## config.mk

```make
export PLATFORM = sky130hd
export DESIGN_NAME = isq_issue_arbiter
export DESIGN_NICKNAME = d
export VERILOG_FILES = /design/src/rtl/isq_issue_arbiter.sv
export SDC_FILE = /design/constraint.sdc
export NUM_CORES = 1
export LEC_CHECK = 0
export BUFFER_PORTS_ARGS = -buffer_cell sky130_fd_sc_hd__buf_2
export CORE_AREA = 2 2 297 299
export CTS_BUF_LIST = sky130_fd_sc_hd__clkbuf_2 sky130_fd_sc_hd__clkbuf_4 sky130_fd_sc_hd__clkbuf_8
export CTS_CLUSTER_DIAMETER = 150
export DETAILED_ROUTE_END_ITERATION = 6
export DIE_AREA = 0 0 299 301
export GPL_TIMING_DRIVEN = 0
export SLEW_MARGIN = 20
export SYNTH_ARGS = -nofsm -noshare
export SYNTH_HDL_FRONTEND = slang
export SYNTH_SLANG_ARGS = --single-unit
export TNS_END_PERCENT = 10
```

## constraint.sdc

```tcl
create_clock -name clock -period 4.55 [get_ports clock]
set_input_delay 0.91 -clock clock [delete_from_list [all_inputs] [get_ports clock]]
set_output_delay 0.91 -clock clock [all_outputs]
set_load 0.05 [all_outputs]
```

## src/rtl/isq_issue_arbiter.sv

```systemverilog
// Issue-port arbiter: grants the oldest ready issue-queue packet (by ROB id
// with wrap bit) into a single output register, with a starvation guard and
// rollback flush of the held entry.
module isq_issue_arbiter #(
  parameter int NUM_REQ      = 2,
  parameter int DATA_WIDTH   = 248,
  parameter int ROB_SIZE_LOG = 6,
  parameter int ROBID_LSB    = 241,
  parameter int STARVE_LIMIT = 8,
  parameter logic [1:0] ROB_STATE_ROLLBACK = 2'd2,
  localparam int SRC_W = (NUM_REQ > 1) ? $clog2(NUM_REQ) : 1
) (
  input  logic                          clock,
  input  logic                          reset,
  input  logic [NUM_REQ-1:0]            req_valid,
  input  logic [NUM_REQ*DATA_WIDTH-1:0] req_data,
  output logic [NUM_REQ-1:0]            req_ready,
  output logic                          out_valid,
  output logic [DATA_WIDTH-1:0]         out_data,
  output logic [SRC_W-1:0]              out_src,
  input  logic                          out_ready,
  input  logic [1:0]                    rob_state,
  input  logic                          flush_valid,
  input  logic [ROB_SIZE_LOG:0]         flush_robid
);

  localparam int ROBID_W = ROB_SIZE_LOG + 1;
  localparam int CNT_W   = (STARVE_LIMIT > 2) ? $clog2(STARVE_LIMIT) : 1;
  localparam logic [CNT_W-1:0] CNT_MAX = CNT_W'(STARVE_LIMIT - 1);

  // a is older than b: same wrap bit compares indices directly, differing
  // wrap bits mean the larger index was allocated before the wrap.
  function automatic logic is_older(input logic [ROBID_W-1:0] a,
                                    input logic [ROBID_W-1:0] b);
    if (a[ROBID_W-1] == b[ROBID_W-1])
      return a[ROBID_W-2:0] < b[ROBID_W-2:0];
    else
      return a[ROBID_W-2:0] > b[ROBID_W-2:0];
  endfunction

  // Entry e is strictly younger than flush point f (equal ids survive).
  function automatic logic is_younger(input logic [ROBID_W-1:0] f,
                                      input logic [ROBID_W-1:0] e);
    return f[ROBID_W-1] ^ e[ROBID_W-1] ^ (f[ROBID_W-2:0] < e[ROBID_W-2:0]);
  endfunction

  logic [ROBID_W-1:0] req_robid [NUM_REQ];
  logic [CNT_W-1:0]   starve_cnt [NUM_REQ];
  logic [SRC_W-1:0]   winner;
  logic               starving;
  logic               have_cand;
  logic               rollback;
  logic               block;
  logic               can_accept;
  logic               grant_en;
  logic               kill_held;

  assign rollback   = (rob_state == ROB_STATE_ROLLBACK);
  assign block      = rollback | flush_valid;
  assign can_accept = ~out_valid | out_ready;
  assign grant_en   = ~reset & can_accept & ~block & (|req_valid);
  assign kill_held  = flush_valid & rollback & out_valid &
                      is_younger(flush_robid, out_data[ROBID_LSB +: ROBID_W]);

  // Winner selection: a starving requester first, otherwise the oldest robid.
  always_comb begin
    winner    = '0;
    starving  = 1'b0;
    have_cand = 1'b0;
    for (int i = 0; i < NUM_REQ; i++) begin
      req_robid[i] = req_data[i*DATA_WIDTH + ROBID_LSB +: ROBID_W];
    end
    for (int i = 0; i < NUM_REQ; i++) begin
      if (req_valid[i] && (starve_cnt[i] == CNT_MAX) && !starving) begin
        winner   = SRC_W'(i);
        starving = 1'b1;
      end
    end
    if (!starving) begin
      for (int i = 0; i < NUM_REQ; i++) begin
        if (req_valid[i] && (!have_cand || is_older(req_robid[i], req_robid[winner]))) begin
          winner    = SRC_W'(i);
          have_cand = 1'b1;
        end
      end
    end
  end

  // One-hot dequeue strobe back to the chosen queue.
  always_comb begin
    req_ready = '0;
    if (grant_en) req_ready[winner] = 1'b1;
  end

  // Output register: refill on grant, drop on flush kill or consumption.
  always_ff @(posedge clock) begin
    if (reset) begin
      out_valid <= 1'b0;
      out_data  <= '0;
      out_src   <= '0;
    end else if (grant_en) begin
      out_valid <= 1'b1;
      out_data  <= req_data[int'(winner)*DATA_WIDTH +: DATA_WIDTH];
      out_src   <= winner;
    end else if (kill_held || out_ready) begin
      out_valid <= 1'b0;
    end
  end

  // Starvation counters count consecutive denials while the port could accept.
  always_ff @(posedge clock) begin
    for (int i = 0; i < NUM_REQ; i++) begin
      if (reset || block || !req_valid[i] || req_ready[i]) begin
        starve_cnt[i] <= '0;
      end else if (can_accept && (starve_cnt[i] != CNT_MAX)) begin
        starve_cnt[i] <= starve_cnt[i] + 1'b1;
      end
    end
  end

endmodule

```

==> results_dict.tcl <==
set metrics [dict create \
    slew_viol_final 0 \
    yosysWarnings 0 \
    seq_area_frac_synth 0.4563 \
    placed_cell_area_um2 16620 \
    power_leakage_nw 8.383 \
    fmax_mhz 227.7 \
    internal-power_mw 4.380 \
    synth-xor-area-share 0.002312 \
    cts_buffers 51 \
    routed-via-count 14370 \
    synthMuxAreaShare 0.005285 \
    grt_pass1_vias 14130 \
    grt_max_degree 18 \
    ys.flop_type "dfxtp_1" \
    whs_ps 458.2 \
    syn2layout_area_growth_pct 57.16 \
    synth_top_family_by_area "compound AO/OA/AOI/OAI gates" \
    hold_violations 0 \
    ir_drop_uv 220.2 \
    die_h_um 301 \
    start_util 0.1314 \
    core_um2 86480 \
    min_period_ps 4393 \
    first_iter_violations 896 \
    synthTopCellsByCount "nand2_1, a21oi_1, dfxtp_1" \
    syn_area_um2 11360 \
    async_flop_share 0 \
    ctsHoldBuffers 0 \
    post_route_cells_drive_above_1_share 0.3958 \
    comb_power_share 0.247 \
    dieArea_um2 90000 \
    synth_most_common_cell "nand2_1" \
    synth_top_area_cell "dfxtp_1" \
    drtAntennaViolNets 0 \
    tns_ps 0 \
    tightest_slew_ps 1114 \
    nets 2814 \
    maxSlewHeadroom 0.2573 \
    io_pins 763 \
    clock-sinks 256 \
    yosys.cell_types.count 34 \
    clock_latency_ps 630 \
    fin_ws_ps 157.3 \
    grt.overflow.total 0 \
    grt_use_total 0.1377 \
    setup_viol 0 \
    pwr-share-seq 0.365 \
    vias_per_cell 4.120 \
    gp_congestion 0.9248 \
    syn_inst 1467 \
    synth-edff-count 6 \
    critical_path_required_ps 3640 \
    portBuffers 761 \
    design_area_um2 17860 \
    clockRootBuffer "clkbuf_8" \
    p_switching_mw 2.384 \
    clk_path_buf_depth 3 \
    grt_first_pass_wirelength_um 92670 \
    synth_top_cell_area_share 0.4404 \
    fill_cells 9905 \
    yosys-top-cells-area "dfxtp_1, a211oi_1, a21oi_1" \
    drv_cap 0 \
    drt_wl_total_um 66040 \
    avgRoutedWirePerCell_um 18.93 \
    antenna_found_initial 12 \
    drc_errors 0 \
    synth_compound_area_frac 0.2852 \
    syn_nets 1993 \
    min_period_over_period 0.9654 \
    clkPwrFrac 0.388 \
    die_x_um 299 \
    hpwl_um 53150 \
    status "finished clean" \
    cts_tree "built" \
    clk_pin_slew_worst_paths_ps 60 \
    p_per_area_nw_per_um2 378.8 \
    crit_arrival_ps 3480 \
    p_sw_frac 0.3525 \
    row_count 108 \
    dr.pass1.iters 6 \
    worst_setup_path_start_kind "flip-flop" \
    min_path_type "flip-flop to flip-flop" \
    fin_util 0.2065 \
    dp_slack_ps -284.7 \
    synth_seq_cells 256 \
    postSynthAreaPerCell_um2 7.746 \
    synthAdderAreaFrac 0.01652 \
    worstPathMaxFanout 12 \
    yosys.area_share.simple 0.1802 \
    critical_path_class "flip-flop to primary output" \
    skew_ps 22.38 \
    endpoint_kind "primary output" \
    htreeDepth 2 \
]
## layout make-up
cell class | count | area [um2] | share of cell area
diodes | 6 | 15.01 | 0.0008407
plain buffers | 137 | 593.1 | 0.03321
clock buffers | 84 | 1012 | 0.05668
clock inverters | 8 | 92.59 | 0.005185
inverters | 9 | 33.78 | 0.001892
multi-input cells | 1064 | 5593 | 0.3132
flip-flops and latches | 256 | 5185 | 0.2903
well taps | 1155 | 1445 | 0.08092
repair buffers | 769 | 3889 | 0.2178
## power by group through the flow
| stage | Combinational [mW] | Clock (mW) | Sequential, mW |
|---|---|---|---|
| 4_1_cts | 1.67 | 2.71 | 2.47 |
| 3_5_place_dp | 1.66 | 0 | 2.51 |
| 5_1_grt | 1.79 | 2.81 | 2.48 |
| 3_3_place_gp | 1.66 | 0 | 2.51 |
| 2_1_floorplan | 0.530 | 0 | 2.98 |
| 6_report | 1.67 | 2.63 | 2.47 |
## logic make-up (layout without fill, tap and decap cells)
family	count (synthesis)	count (layout)
other cells	0	6
flops	256	256
mux	6	6
compound gates	515	515
fa+ha+maj	15	15
simple gates	525	525
xor+xnor	3	3
buf+inv	147	1007
## sequential cells by signal (all words and copies together) (netlist names)
name        count
out_src         1
out_data      248
out_valid       1
starve_cnt      6
## critical path: stages (launching register included)
cell,delay [ps]
edfxtp_1,390
ha_2,200
ha_4,160
nand3b_1,100
buf_6,140
mux2i_1,190
ha_1,260
a21o_1,200
a2111o_1,400
o21a_1,190
and3_4,190
buf_12,140
nor2_2,100
buf_6,170
## layout by cell type, fill, tap and decap left out, drive strengths merged, types with 6 or more instances in the layout
| master | instances |
|---|---|
| nor2 | 245 |
| diode | 6 |
| ha | 15 |
| inv | 9 |
| edfxtp | 6 |
| nand2 | 254 |
| a21oi | 253 |
| dfxtp | 250 |
| a211oi | 243 |
| clkbuf | 153 |
| mux2i | 6 |
| a221oi | 6 |
| buf | 837 |
## final timing paths
check,start,end,slack [ps],cells after the start
worst min register to register,out_src,out_src,460,2
worst max register to register,starve_cnt[1][0],out_data[232],620,16
worst max-delay path,starve_cnt[1][0],req_ready[0],160,13
worst min-delay path,out_src,out_src,460,2
## through the flow
stage / total power, mW / cells
floorplan: 3.508 / 1467
global placement: 4.176 / 3383
detailed placement: 4.179 / 3383
CTS: 6.849 / 3477
global route: 7.081 / 3485
finish: 6.765 / 3488
## layer usage
layer / track usage / routed length (um)
met1: 0.1639 / 26770
met2: 0.2388 / 31990
met3: 0.03651 / 5180
met4: 0.04667 / 2032
met5: 0 / 58
## timing repair
action / in CTS / in global routing
pin swaps: 1 / 4
setup buffers: 3 / 5
endpoints found under the setup margin: 2 / 2
gates resized for setup: 9 / 9
No activity file was read; power rests on OpenSTA's default activity.
